$ cat src/rtl/ucie_ctl_sb_tx_arbiter.sv
// Sideband TX arbiter: round-robin between link-training messages and RDI config
// words, gated by remote receive credits, with a flush/drain handshake.
module ucie_ctl_sb_tx_arbiter #(
   parameter  int NC      = 32,
   parameter  int MSG_W   = 4,
   parameter  int CRD_MAX = 4,
   localparam int CW      = $clog2(CRD_MAX + 1)
) (
   input  logic             i_clk,
   input  logic             i_rst_n,
   input  logic             i_ltsm_req,
   input  logic [MSG_W-1:0] i_ltsm_msg,
   output logic             o_ltsm_gnt,
   input  logic             i_cfg_valid,
   input  logic [NC-1:0]    i_cfg_data,
   output logic             o_cfg_ready,
   output logic             o_sb_data_valid,
   output logic [NC-1:0]    o_sb_data,
   output logic             o_sb_is_msg,
   input  logic             i_sb_crd_return,
   input  logic             i_flush_req,
   output logic             o_flush_done,
   output logic [CW-1:0]    o_crd_avail,
   output logic             o_crd_overflow
);

   typedef enum logic [1:0] {RUN, DRAIN, DONE} state_t;

   localparam logic [CW-1:0] CRD_FULL = CW'(CRD_MAX);

   state_t        state, state_nxt;
   logic          ptr;        // 0 = training has priority on a tie, 1 = config
   logic [CW-1:0] crd;
   logic          eligible;
   logic          gnt_ltsm, gnt_cfg, gnt;

   // Reset is folded in so grants stay low while the block is held in reset.
   assign eligible = i_rst_n & (state == RUN) & ~i_flush_req & (crd != '0);
   assign gnt_ltsm = eligible & i_ltsm_req  & (~i_cfg_valid | ~ptr);
   assign gnt_cfg  = eligible & i_cfg_valid & (~i_ltsm_req  |  ptr);
   assign gnt      = gnt_ltsm | gnt_cfg;

   assign o_ltsm_gnt  = gnt_ltsm;
   assign o_cfg_ready = gnt_cfg;
   assign o_crd_avail = crd;

   always_comb begin
      state_nxt = state;
      case (state)
         RUN:     if (i_flush_req) state_nxt = DRAIN;
         DRAIN:   if (!i_flush_req) state_nxt = RUN;
                  else if (crd == CRD_FULL) state_nxt = DONE;
         DONE:    if (!i_flush_req) state_nxt = RUN;
         default: state_nxt = RUN;
      endcase
   end

   always_ff @(posedge i_clk or negedge i_rst_n) begin
      if (!i_rst_n) begin
         state        <= RUN;
         o_flush_done <= 1'b0;
      end else begin
         state        <= state_nxt;
         o_flush_done <= (state == DONE) & i_flush_req;
      end
   end

   always_ff @(posedge i_clk or negedge i_rst_n) begin
      if (!i_rst_n)  ptr <= 1'b0;
      else if (gnt)  ptr <= gnt_ltsm;
   end

   // A grant and a return in the same cycle cancel; a lone return at full
   // count is a remote protocol error and is latched until reset.
   always_ff @(posedge i_clk or negedge i_rst_n) begin
      if (!i_rst_n) begin
         crd            <= CRD_FULL;
         o_crd_overflow <= 1'b0;
      end else if (gnt && !i_sb_crd_return) begin
         crd <= crd - CW'(1);
      end else if (!gnt && i_sb_crd_return) begin
         if (crd == CRD_FULL) o_crd_overflow <= 1'b1;
         else                 crd <= crd + CW'(1);
      end
   end

   always_ff @(posedge i_clk or negedge i_rst_n) begin
      if (!i_rst_n) begin
         o_sb_data_valid <= 1'b0;
         o_sb_data       <= '0;
         o_sb_is_msg     <= 1'b0;
      end else begin
         o_sb_data_valid <= gnt;
         if (gnt_ltsm) begin
            o_sb_data   <= NC'(i_ltsm_msg);
            o_sb_is_msg <= 1'b1;
         end else if (gnt_cfg) begin
            o_sb_data   <= i_cfg_data;
            o_sb_is_msg <= 1'b0;
         end
      end
   end

endmodule

$ cat config.mk
export PLATFORM = sky130hd
export DESIGN_NAME = ucie_ctl_sb_tx_arbiter
export DESIGN_NICKNAME = d
export VERILOG_FILES = /design/src/rtl/ucie_ctl_sb_tx_arbiter.sv
export SDC_FILE = /design/constraint.sdc
export NUM_CORES = 1
export LEC_CHECK = 0
export CORE_MARGIN = 1
export CORE_UTILIZATION = 60
export CTS_CLUSTER_DIAMETER = 60
export DETAILED_ROUTE_END_ITERATION = 16
export DONT_BUFFER_PORTS = 1
export PLACE_DENSITY = 0.72
export SKIP_CTS_REPAIR_TIMING = 1
export SLEW_MARGIN = 20
export SYNTH_ARGS = -nofsm -noshare
export SYNTH_HDL_FRONTEND = slang
export SYNTH_SLANG_ARGS = --single-unit
$ cat constraint.sdc
create_clock -name i_clk -period 7.65 [get_ports i_clk]
set_clock_uncertainty 0.15 [all_clocks]
set_input_delay 1.1475 -clock i_clk [delete_from_list [all_inputs] [get_ports i_clk]]
set_output_delay 1.1475 -clock i_clk [all_outputs]
set_load 0.05 [all_outputs]
# Yosys cells after proc, flatten, opt, wreduce, memory -nomap -nowiden
# Index checks and enable logic that the tools add are counted.
# Widths: inputs -> output; s select.
dict set report classes {
  add_sub_neg 2
  reduce_logical 11
  n_eq_ne 7
  order_cmp 0
  div 0
  n_mux 12
  multipliers 0
  shift 0
  n_bitwise 16
}
# op n
set op_table {}
lappend op_table {{$mux 32} 2}
lappend op_table {{$mux 3} 3}
lappend op_table {{$and 1x1->1} 8}
lappend op_table {{$mux 2} 4}
lappend op_table {{$pmux 2 s3} 1}
lappend op_table {{$reduce_and 3->1} 2}
lappend op_table {{$not 1->1} 5}
lappend op_table {{$ne 2x2->1 const B} 2}
lappend op_table {{$reduce_bool 2->1} 2}
lappend op_table {{$add 3x1->3 const B} 1}
lappend op_table {{$eq 3x3->1 const B} 1}
lappend op_table {{$ne 3x3->1 const B} 1}
lappend op_table {{$or 1x1->1} 3}
lappend op_table {{$reduce_bool 3->1} 1}
lappend op_table {{$sub 3x1->3 const B} 1}
lappend op_table {{$eq 2x1->1 const B} 1}
lappend op_table {{$eq 2x2->1 const B} 1}
lappend op_table {{$logic_and 1x1->1} 2}
lappend op_table {{$logic_not 1->1} 2}
lappend op_table {{$logic_not 2->1} 1}
lappend op_table {{$mux 1} 2}
lappend op_table {{$ne 2x1->1 const B} 1}
lappend op_table {{$reduce_and 2->1} 1}
dict set report totals {
  romBits 0
  mem_bits_rw 0
  output_inout_bits 41
  wordCells 56
  latch_bits 0
  register_bits 42
  inputBits 42
  memories 0
}

# Longest topological paths before layout
dict set report logic_depth {
  word_depth 11
  mapped_depth 11
  ltp_nobuf 10
}

# Least setup slack after synthesis
# Ideal clock, no wire load.
dict set report synth_path {
  path_kind {input -> output}
  from {input i_flush_req}
  to {output o_cfg_ready}
  required_ps 6352
  cell_stages 3
  slack_ps 3842
  arrival_time_ps 2510
  cell_sequence {or4b_4 > a2111oi_4 > buf_2}
}
dict set report synth_via {
  elab_chain_len 5
}
# element line
set synth_rtl {}
lappend synth_rtl {{start, declared} 21} ;# input logic i_flush_req,
lappend synth_rtl {{$not 1->1} 38} ;# assign eligible = i_rst_n & (state == RUN) & ~i_flush_req & (crd != '0);
lappend synth_rtl {{$and 1x1->1 (2 in series)} 38}
lappend synth_rtl {{$and 1x1->1 (2 in series)} 40} ;# assign gnt_cfg = eligible & i_cfg_valid & (~i_ltsm_req | ptr);
lappend synth_rtl {{end, declared} 16} ;# output logic o_cfg_ready,
# No other way between the ends.

# Final worst setup path
# Same ends and word-level chain as after synthesis.

==> results by group <==
Outcome
  – Status: completed

Clocking
  – CTS H-Tree Depth: 2
  – Number of CTS-inserted buffers: 5
  – Clk slew on worst S/H paths: 120 ps
  – TritonCTS clock tree: yes
  – Clk root buf: clkbuf_4
  – Clock Path Buffers: 2
  – Clock sink count: 41
  – Worst-Skew Late Latency: 340 ps

Layout
  – Layout area overhead: 4.65%
  – Area of the multi-input gates: 609 sq um
  – Final-layout fill cell count: 182
  – FF/Latch Area: 1030 sq um
  – Share of layout cells above drive strength 1: 10.9%
  – Final net count: 172
  – Antenna fix cells: 0

Yosys
  – Mapped Cells: 124
  – Mapped Avg Cell Area: 13.7 sq um
  – Flops & latches, synth: 41
  – Synth top area share: 59.0%
  – Dominant cell type by area after synthesis: dfrtp_1
  – Synth area leaders: dfrtp_1, a22o_1, mux2_1, mux2i_1, inv_1
  – Distinct cells, synth: 29
  – Post-synthesis sequential area ratio: 60.6%
  – Yosys Warn Count: 0
  – Mapped Area: 1700 sq um
  – Syn Nets: 169

Worst setup path
  – WS Path Type: in -> out
  – Element type at the critical path end: output port
  – FF-to-FF Start: o_crd_avail[1]
  – Critical Path AT: 2690 ps
  – Critical path cell sequence: or4b_4, a2111oi_4, buf_4
  – Slowest cell on the critical path: a2111oi_4
  – Crit path required time: 6350 ps
  – Slowest Stage Delay on Critical Path: 620 ps
  – Worst Setup Start Kind: input pin
  – CP max FO: 13
  – Crit path from: i_flush_req

STA
  – Achievable frequency: 251 MHz
  – Slew of the pin with the lowest slew margin: 786 ps
  – Final worst path period share: 52.1%
  – Tmin final: 3980 ps
  – Final slew viol count: 0
  – Setup TNS: 0 ps
  – Slew HR: 47.6%
  – Hold Violations, Final: 0
  – RSZ-0062 raised after global routing: false
  – Count of final setup violators: 0

Run
  – Max-Cap Viols: 0

Floorplan
  – Die height: 55.2 microns
  – Core footprint: 2570 sq um
  – Die ar.: 3040 sq um
  – # IOs: 83
  – Placement row count: 18
  – Die W: 55.2 microns
  – Initial Utilization: 66.0%

Global route
  – First-pass GRT wire length: 4.07 mm
  – Vias in the first global route: 944
  – Gr usage total: 20.3%
  – GR Overflow Total: 0
  – Antenna violations before repair: 0
  – Largest net degree at the start of global routing: 43

Route
  – Drt first pass iters: 4
  – DR WL/cell: 18.7 microns
  – Detailed Route WL: 2.95 mm
  – Via Count: 1,009
  – Routed vias/inst: 6.39
  – Post-route ant nets: 0
  – Iter 0 DRT Violations: 27
  – Drc violations: 0

Placement
  – Half-perimeter wire length after placement: 2.10 mm
  – Placer congestion estimate: 0.711
  – Port Buffers: 0

Min path
  – Worst hold path type: in -> async
-- worst paths after layout --
| path | cells after the start | slack, ps | endpoint |
|---|---|---|---|
| worst max-delay path | 3 | 3670 | o_cfg_ready |
| worst min-delay path | 0 | 330 | o_sb_data[14] |
| worst max register to register | 10 | 4600 | o_crd_avail[2] |
| worst min register to register | 1 | 440 | o_flush_done |
| max in group asynchronous | 0 | 6840 | o_crd_avail[2] |
| min in group i_clk | 1 | 440 | o_flush_done |
-- sequential cells by signal (all words and copies together) (netlist names) --
name,count
state,2
o_sb_data,32
o_flush_done,1
ptr,1
o_crd_avail,3
o_sb_data_valid,1
o_crd_overflow,1
-- worst max-delay path, delay by kind of cell --
| kind | cells | cell delay, ps |
|---|---|---|
| compound gates | 1 | 620 |
| simple gates | 1 | 510 |
| buf+inv | 1 | 400 |
-- layout make-up --
cell class / count / area share [%]
sequential: 41 / 57.9
clock buffer: 5 / 2.12
timing repair buffer: 2 / 0.846
tap: 30 / 2.12
inverter: 8 / 1.69
clock inverter: 3 / 0.987
multi-input combinational: 69 / 34.3
-- kinds of logic after synthesis --
kind of cell             synth area share, %
AO/OA/AOI/OAI                           18.2
XOR/XNOR                               0.517
adder cells (fa/ha/maj)                 2.66
buffers and inverters                   4.13
flip-flops                              60.6
multiplexers                            8.27
AND/OR/NAND/NOR                         5.68
-- cell usage after synthesis --
cell type,number
buf_2,2
o21ai_0,1
clkbuf_1,2
a2111oi_4,1
or4b_4,1
xnor2_1,1
mux2_1,8
a41o_1,1
nor3b_1,1
buf_6,2
a21oi_1,2
dfstp_2,1
ha_1,2
o21ai_1,1
inv_1,8
a22o_1,24
a21o_1,1
nand2_1,1
nor3_1,2
and3b_1,2
fa_1,1
o32a_1,1
a311o_1,1
mux2i_1,5
a31oi_1,2
nor2_1,7
nand3_1,1
dfrtp_1,40
and2_1,2
-- layout by cell type, fill, tap and decap left out, types with 2 or more instances in the layout --
cell type  count
a21oi_1        2
a22o_1        24
a31oi_1        2
and2_1         2
and3b_1        2
buf_4          2
clkbuf_4       5
clkinv_2       2
dfrtp_1       40
ha_1           2
inv_1          8
mux2_1         8
mux2i_1        5
nor2_1         7
nor3_1         2
-- per-stage QoR --
stage | hold WS, ps | instance area (sq um) | instances | worst slack, ps | utilization (%)
after CTS | 310 | 1770 | 158 | 3660 | 68.8
after global routing | 297 | 1770 | 158 | 3620 | 69.1
after floorplan | 398 | 1700 | 124 | 3840 | -
after detailed placement | 422 | 1710 | 150 | 3660 | 66.7
final | 328 | 1770 | 158 | 3670 | 69.1
after global placement | 420 | 1700 | 149 | 3200 | 66.4
-- per-layer routing --
layer  global-route usage (%)  vias up  part of all wire [%]
li1                         -      459                     -
met4                     12.5        0                   1.6
met3                     7.38        6                   9.5
met1                     23.4      493                    40
met2                     32.1       51                    49
met5                        0        -                     0
Power is left out: the tool's default activity adds up to more than one toggle a clock period on the data nets, which glitch-free logic cannot reach.
